<file path="config.mk">
export PLATFORM = sky130hd
export DESIGN_NAME = fifo_stream_reader
export DESIGN_NICKNAME = d
export VERILOG_FILES = /design/src/rtl/fifo_rd_pkg.sv /design/src/rtl/stream_skid2.sv /design/src/rtl/fifo_stream_reader.sv
export SDC_FILE = /design/constraint.sdc
export NUM_CORES = 1
export LEC_CHECK = 0
export ABC_AREA = 1
export ABC_CLOCK_PERIOD_IN_PS = 1900
export BUFFER_PORTS_ARGS = -buffer_cell sky130_fd_sc_hd__buf_2
export CAP_MARGIN = 15
export CORE_MARGIN = 2
export CORE_UTILIZATION = 31
export CTS_CLUSTER_SIZE = 25
export DETAILED_ROUTE_END_ITERATION = 10
export GPL_TIMING_DRIVEN = 0
export SLEW_MARGIN = 0
export SYNTH_ARGS = -nofsm -noshare
export SYNTH_HDL_FRONTEND = slang
export SYNTH_SLANG_ARGS = --single-unit
</file>
<file path="constraint.sdc">
create_clock -name clk -period 1.9 [get_ports clk]
set_clock_uncertainty 0.15 [all_clocks]
set_input_delay 0.19 -clock clk [delete_from_list [all_inputs] [get_ports clk]]
set_output_delay 0.19 -clock clk [all_outputs]
set_load 0.01 [all_outputs]
</file>
<file path="src/rtl/fifo_rd_pkg.sv">
// Shared constants and helpers for the FIFO-to-stream reader.
// Default data width, default packet length, beat-counter width,
// buffer occupancy encoding and the beat-counter advance function.
package fifo_rd_pkg;

   localparam int DEF_WIDTH   = 8;
   localparam int DEF_PKT_LEN = 4;
   localparam int BEAT_W      = 16;

   typedef logic [BEAT_W-1:0] beat_t;

   typedef enum logic [1:0] {
      OCC_ZERO = 2'd0,
      OCC_ONE  = 2'd1,
      OCC_TWO  = 2'd2
   } occ_e;

   // Advance the beat counter, wrapping to zero after the final word of a packet.
   function automatic beat_t beat_next(input beat_t beat, input beat_t last_beat);
      if (beat == last_beat) begin
         beat_next = {BEAT_W{1'b0}};
      end else begin
         beat_next = beat + {{(BEAT_W-1){1'b0}}, 1'b1};
      end
   endfunction

endpackage

</file>
<file path="src/rtl/stream_skid2.sv">
// Two-entry in-order buffer between the FIFO capture path and the stream output.
// Entry 0 always holds the oldest word and drives out_data directly, so the
// output stays stable while the consumer stalls. Reset discards any capture
// arriving in the same cycle.
module stream_skid2
   import fifo_rd_pkg::*;
#(
   parameter int WIDTH = DEF_WIDTH
) (
   input  logic             clk,
   input  logic             rst,
   input  logic             in_valid,
   input  logic [WIDTH-1:0] in_data,
   output logic             out_valid,
   input  logic             out_ready,
   output logic [WIDTH-1:0] out_data,
   output logic [1:0]       occ
);

   occ_e             occ_q, occ_d;
   logic [WIDTH-1:0] buf0_q, buf0_d;
   logic [WIDTH-1:0] buf1_q, buf1_d;
   logic             pop_s;

   assign out_valid = !rst && (occ_q != OCC_ZERO);
   assign out_data  = buf0_q;
   assign occ       = occ_q;
   assign pop_s     = out_valid && out_ready;

   // Next buffer contents from the capture/pop combination for each occupancy.
   always_comb begin
      occ_d  = occ_q;
      buf0_d = buf0_q;
      buf1_d = buf1_q;
      case (occ_q)
         OCC_ZERO: begin
            if (in_valid) begin
               buf0_d = in_data;
               occ_d  = OCC_ONE;
            end else begin
               occ_d  = OCC_ZERO;
            end
         end
         OCC_ONE: begin
            if (pop_s && in_valid) begin
               buf0_d = in_data;
            end else if (pop_s) begin
               occ_d  = OCC_ZERO;
            end else if (in_valid) begin
               buf1_d = in_data;
               occ_d  = OCC_TWO;
            end else begin
               occ_d  = OCC_ONE;
            end
         end
         OCC_TWO: begin
            if (pop_s && in_valid) begin
               buf0_d = buf1_q;
               buf1_d = in_data;
            end else if (pop_s) begin
               buf0_d = buf1_q;
               occ_d  = OCC_ONE;
            end else begin
               occ_d  = OCC_TWO;
            end
         end
         default: begin
            occ_d = OCC_ZERO;
         end
      endcase
   end

   // Buffer state registers with synchronous reset.
   always_ff @(posedge clk) begin
      if (rst) begin
         occ_q  <= OCC_ZERO;
         buf0_q <= {WIDTH{1'b0}};
         buf1_q <= {WIDTH{1'b0}};
      end else begin
         occ_q  <= occ_d;
         buf0_q <= buf0_d;
         buf1_q <= buf1_d;
      end
   end

endmodule

</file>
<file path="src/rtl/fifo_stream_reader.sv">
// Reads words from an upstream synchronous FIFO (one-cycle read latency)
// and presents them as a valid/ready stream with packet framing (m_last).
// Reads are issued only when the word can be guaranteed a buffer slot.
// Optional feature: define FIFO_STREAM_READER_PKTCNT_EN to add the
// pkt_count output counting completed packets.
module fifo_stream_reader
   import fifo_rd_pkg::*;
#(
   parameter int WIDTH   = DEF_WIDTH,
   parameter int PKT_LEN = DEF_PKT_LEN
) (
   input  logic             clk,
   input  logic             rst,
   input  logic             fifo_empty,
   output logic             fifo_rd_en,
   input  logic [WIDTH-1:0] fifo_data,
`ifdef FIFO_STREAM_READER_PKTCNT_EN
   output logic [15:0]      pkt_count,
`endif
   output logic             m_valid,
   input  logic             m_ready,
   output logic [WIDTH-1:0] m_data,
   output logic             m_last
);

   localparam beat_t LAST_BEAT = beat_t'(PKT_LEN - 1);

   logic       inflight_q, inflight_d;
   beat_t      beat_q, beat_d;
   logic [1:0] occ_s;
   logic [2:0] pending_s;
   logic       pop_s;

   assign pop_s  = m_valid && m_ready;
   assign m_last = m_valid && (beat_q == LAST_BEAT);

   stream_skid2 #(
      .WIDTH (WIDTH)
   ) u_skid (
      .clk       (clk),
      .rst       (rst),
      .in_valid  (inflight_q),
      .in_data   (fifo_data),
      .out_valid (m_valid),
      .out_ready (m_ready),
      .out_data  (m_data),
      .occ       (occ_s)
   );

   // Issue a read only if the word will still find a free slot when it lands.
   always_comb begin
      pending_s  = {1'b0, occ_s} + {2'b00, inflight_q} - {2'b00, pop_s};
      fifo_rd_en = !rst && !fifo_empty && (pending_s < 3'd2);
      inflight_d = fifo_rd_en;
      if (pop_s) begin
         beat_d = beat_next(beat_q, LAST_BEAT);
      end else begin
         beat_d = beat_q;
      end
   end

   // In-flight read flag and beat position within the current packet.
   always_ff @(posedge clk) begin
      if (rst) begin
         inflight_q <= 1'b0;
         beat_q     <= {BEAT_W{1'b0}};
      end else begin
         inflight_q <= inflight_d;
         beat_q     <= beat_d;
      end
   end

`ifdef FIFO_STREAM_READER_PKTCNT_EN
   logic [15:0] pkt_count_q, pkt_count_d;

   assign pkt_count = pkt_count_q;

   // Count packets whose final word has been accepted downstream.
   always_comb begin
      if (pop_s && m_last) begin
         pkt_count_d = pkt_count_q + 16'd1;
      end else begin
         pkt_count_d = pkt_count_q;
      end
   end

   // Completed-packet counter register.
   always_ff @(posedge clk) begin
      if (rst) begin
         pkt_count_q <= 16'd0;
      end else begin
         pkt_count_q <= pkt_count_d;
      end
   end
`endif

endmodule

</file>
== Word level (Yosys, flattened, before mapping) ==
Index checks and enable logic that the tools add are counted.

* Word-level logic and storage cells: 51
* Output and inout port bits: 11
* Register bits: 35

* Add/sub/neg operators: 3
* Multiplexer cells: 16
* Reduce and logical (&&, ||, !) cells: 15
* $lt $le $gt $ge: 1
* Equal/unequal tests: 11

{| class="wikitable"
|+ Operators with widths
! operator !! number
|-
| 8-bit 2-to-1 mux || 6
|-
| 8-bit one-hot mux with 3 select lines || 1
|-
| 16-bit by 1-bit adder with 16-bit output (second input constant) || 1
|-
| 16-bit by 2-bit == test with 1-bit output (second input constant) || 1
|-
| 16-bit 2-to-1 mux || 1
|-
| 8-bit one-hot mux with 2 select lines || 1
|-
| 2-bit 2-to-1 mux || 5
|-
| 2-bit inequality test (second input constant) || 5
|-
| 1-bit logical AND || 6
|-
| 2-bit one-hot mux with 3 select lines || 1
|-
| 5-bit AND reduction || 1
|-
| 2-bit by 1-bit inequality test with 1-bit output (second input constant) || 2
|-
| 4-bit AND reduction || 1
|-
| 2-bit nonzero test || 2
|-
| 2-bit by 1-bit adder with 3-bit output || 1
|-
| 3-bit by 2-bit < comparator with 1-bit output (second input constant) || 1
|-
| 3-bit by 2-bit inequality test with 1-bit output (second input constant) || 1
|-
| 3-bit nonzero test || 1
|-
| 3-bit by 1-bit subtractor with 3-bit output || 1
|-
| 2-bit by 1-bit == test with 1-bit output (second input constant) || 1
|-
| 2-bit == test (second input constant) || 1
|-
| 1-bit zero test || 2
|-
| 2-bit zero test || 1
|-
| 2-bit AND reduction || 1
|-
| 1-bit 2-to-1 mux || 1
|}

== Logic depth before layout (Yosys ltp) ==
* Depth in word-level cells: 6
* Gate-level depth with buffers: 10
* Gate-level depth less buffers: 9

== By module ==
Synthesis repeated with hierarchy kept, for this count alone.

* Cells, all modules: 297
* Area, all modules: 1,991.9 um2

{| class="wikitable"
|+ By module, submodules not included
! module !! area each (um2) !! sequential area each (um2) !! times used !! cells an instance
|-
| fifo_stream_reader || 1,018.5 || 340.3 || 1 || 151
|-
| stream_skid2 || 973.4 || 360.3 || 1 || 146
|}

== Worst setup path before layout ==
Ideal clock, no wire load.

* Path type: register to output
* Start point: register u_skid.occ_q[1] (netlist: u_skid.occ[1])
* End point: output port fifo_rd_en
* Slack: -0.391 ns
* Data arrival time: 1.951 ns
* Stages on the path, launching flop included: 10
* Buffers on the path: 1
* Cells stage by stage: dfxtp_1 -> nor2_1 -> nor3_2 -> nand2_2 -> buf_2 -> nand2_1 -> nand2_1 -> fa_1 -> nand2_1 -> nor3_1

* Longest elaborated chain between the ends: 6
* Elaborated cells between the ends (all ways): 7

{| class="wikitable"
|+ Ends and longest elaborated chain
! what !! RTL line !! source
|-
| start: declaration || stream_skid2.sv:20 || <nowiki>occ_e occ_q, occ_d;</nowiki>
|-
| start signal: assignment || stream_skid2.sv:76 || <nowiki>occ_q <= OCC_ZERO;</nowiki>
|-
| start signal: assignment || stream_skid2.sv:80 || <nowiki>occ_q <= occ_d;</nowiki>
|-
| parallel branches: the longest is 3 deep, another holds 2-bit by 1-bit adder with 3-bit output || -- ||
|-
| 3-bit by 1-bit subtractor with 3-bit output * || fifo_stream_reader.sv:52 || <nowiki>pending_s = {1'b0, occ_s} + {2'b00, inflight_q} - {2'b00, pop_s};</nowiki>
|-
| 3-bit by 2-bit < comparator with 1-bit output * || fifo_stream_reader.sv:53 || <nowiki>fifo_rd_en = !rst && !fifo_empty && (pending_s < 3'd2);</nowiki>
|-
| 1-bit logical AND * || fifo_stream_reader.sv:53 ||
|-
| end: declaration || fifo_stream_reader.sv:15 || <nowiki>output logic fifo_rd_en,</nowiki>
|}

Mark *: on every way between the ends.

== Worst setup path in the final report ==
* Start point: register u_skid.occ_q[0] (netlist: u_skid.occ[0])
* End point: output port fifo_rd_en

The elaborated chain is that of the path after synthesis.

==> reports/metrics.cfg <==
[worst_setup_path]
path_delay_family = simple AND/OR/NAND/NOR gates
crit_buf_inv = 2
path_depth = 10
reg2reg_slack_ns = -0.03
critPathCaptureType = output pin
crit_type = reg2out
r2r-end = inflight_q
cp-startpoint = u_skid.occ[0]
crit_end = fifo_rd_en
reg2reg_depth = 10
cp_slowest_cell = fa_1
critPathMaxStageDelay_ns = 0.49
worstReg2RegStart = u_skid.occ[0]
crit_chain = nor2_4 -> nor3_4 -> nand2_4 -> buf_6 -> nand2_4 -> nand2_2 -> fa_1 -> nand2_2 -> nor3_4 -> buf_2
critPathMaxFanout = 2
crit_required_ns = 1.56
crit_arrival_ns = 2.09
start_kind = flop

[synthesis]
synth_seq_cells = 35
ys_top_cells_by_area = dfxtp_1 36%, nand2_1 15%, nor2_1 9.6%, a21oi_1 5.9%, nand3b_1 5.0%
yosysTopAreaCell = dfxtp_1
synthTopCellsByCount = 80 x nand2_1, 50 x nor2_1, 35 x dfxtp_1
yosysMostFrequentCell = nand2_1
netlist_area_sq_um = 1950
yosysWarnings = 0
async_reset_ff_frac = 0
synthCells = 291
synthFlopType = dfxtp_1
synth_cell_types = 28
synth_edf_count = 0
seq_area_frac_synth = 0.360
synth.net_count = 305
syn_area_per_cell_sq_um = 6.69
synth_top_area_frac = 0.360

[floorplan]
initial_utilization = 0.325
ios = 23
num_rows = 28
fp.dieH_um = 83.2
core-area_sq_um = 5990
die_w_um = 83.2
die_area_sq_um = 6930

[clock_tree]
clk_latency_ns = 0.29
tritoncts = yes
numCtsBuffers = 5
clkTransAtPathRegs_ns = 0.08
clockRootBuffer = clkbuf_8
numClockSinks = 35
clockBufferDepth = 2
h-tree-depth = 2

[sta]
hold_viol = 0
layout_setup_ws_ns = -0.527
whs_ns = 0.0114
report.final.slew_viol_count = 0
fin_crit_ns = 2.43
worstMarginPinSlew_ns = 0.548
finalSetupViolCount = 2
relSlewSlack = 0.635
fmax_ghz = 0.412
rsz0062_at_grt = true
finalCritPeriodShare = 1.28

[layout]
drive_gt1_frac = 0.224
fill_cells = 635
synthToLayoutAreaGrowth_pct = 24.6
diodes = 0
nets = 343

[flow_run]
cap_violations = 0

[grt]
grt_pass1_wl_um = 8200
gr-usage-all-layers = 0.141
gr-total-overflow = 0
grt_pass1_vias = 1795
grt_max_degree = 12
antenna_found_initial = 0

[detailed_routing]
drc = 0
routed.top_layer = met4
wl_met3_um = 159
antenna_left = 0
wl_um = 4780
met1_length_um = 2460
first_iter_violations = 76
via_per_inst = 4.73
wl_met2_um = 2140
wl_per_cell_um = 11.8
num_vias = 1915
drt_first_pass_iters = 4

[placement]
gp_congestion = 0.824
post-dp-hpwl_um = 3400
io_buffers = 22
dp_slack_ns = -0.536

[pwr]
powerDensity_nw_per_um2 = 682
ir_drop_mv = 0.517
p_leak_uw = 0.00106

[status]
violations = setup timing
outcome = finished with violations

[worst_hold_path]
hold_path_class = in2reg

stage by stage:
step                instances   util  instance area [sq um]  power, uW  setup TNS (ns)
finish                    405  0.405                   2430       1650          -0.554
global placement          388  0.362                   2170       1050          -0.764
floorplan                 291      -                   1970        979          -0.205
global route              405  0.405                   2430       1730          -0.738
detailed placement        388  0.362                   2170       1060          -0.747
CTS                       405  0.397                   2380       1660          -0.650
how the worst min path moves through the flow:
stage	startpoint	to	slack (ns)	depth (start not counted)
after global routing	rst	u_skid.occ[1]	0.02	2
after global placement	fifo_empty	inflight_q	0.26	2
after floorplan	rst	u_skid.occ[1]	0.11	1
after CTS	rst	u_skid.occ[1]	0.002	2
after detailed placement	fifo_empty	inflight_q	0.26	2
final	rst	u_skid.occ[1]	0.01	2
sequential cells by signal, summed over array words and instances, names as in the netlist:
name	flops
inflight_q	1
u_skid.occ	2
u_skid.out_data	8
u_skid.buf1_q	8
beat_q	16
worst reg2reg max path, cell delays in order, from the launching register on:
cell,delay [ns]
dfxtp_4,0.37
nor2_4,0.04
nor3_4,0.16
nand2_4,0.09
buf_6,0.13
nand2_4,0.05
nand2_2,0.05
fa_1,0.49
nand2_2,0.08
buf_6,0.12
nor3_2,0.14
logic make-up (layout without fill, tap and decap cells):
kind of cell / after synthesis / in the layout / synth area share
compound gates: 30 / 30 / 0.0810
xor+xnor: 5 / 5 / 0.0225
fa+ha+maj: 2 / 2 / 0.0167
buf+inv: 36 / 75 / 0.0855
flops: 35 / 35 / 0.360
simple gates: 183 / 183 / 0.434
layout make-up:
class                           instances  area, sq um  share of cell area
Timing Repair Buffer                   31          195              0.0805
Clock inverter                          1         5.00             0.00206
Inverter                               25         98.8              0.0407
Clock buffer                            7         86.3              0.0356
Sequential cell                        35          711               0.293
Multi-Input combinational cell        220         1150               0.474
Tap cell                               75         93.8              0.0387
Buffer                                 11         86.3              0.0356
layout by cell type (no fill, tap or decap), types with 4 or more instances in the layout:
| master | instances |
|---|---|
| buf_2 | 25 |
| nand3_2 | 5 |
| buf_6 | 8 |
| a21oi_1 | 23 |
| nor2_1 | 48 |
| nand4_1 | 6 |
| o21ai_0 | 4 |
| dfxtp_1 | 31 |
| xor2_1 | 5 |
| nand3_1 | 17 |
| nand3b_1 | 13 |
| clkbuf_8 | 6 |
| buf_4 | 6 |
| inv_1 | 22 |
| nand2_1 | 76 |
report_power, final:
group          switching, uW  internal (uW)
sequential              17.9            767
combinational            168            131
clock                    276            293
total                    463           1190
metal layers:
| layer | vias up | track usage |
|---|---|---|
| met1 | 874 | 0.192 |
| met4 | 0 | 0.0313 |
| li1 | 1013 | - |
| met3 | 2 | 0.0268 |
| met2 | 26 | 0.229 |
| met5 | - | 0 |
repair_timing:
item                       4_1_cts  5_1_grt
hold endpoints to repair         1        0
hold buffers                     1        0
resized for setup               16       12
setup buffers                    8        0
setup endpoints to repair        3        3
pin swaps                        4        5
No activity file was read; power rests on OpenSTA's default activity.
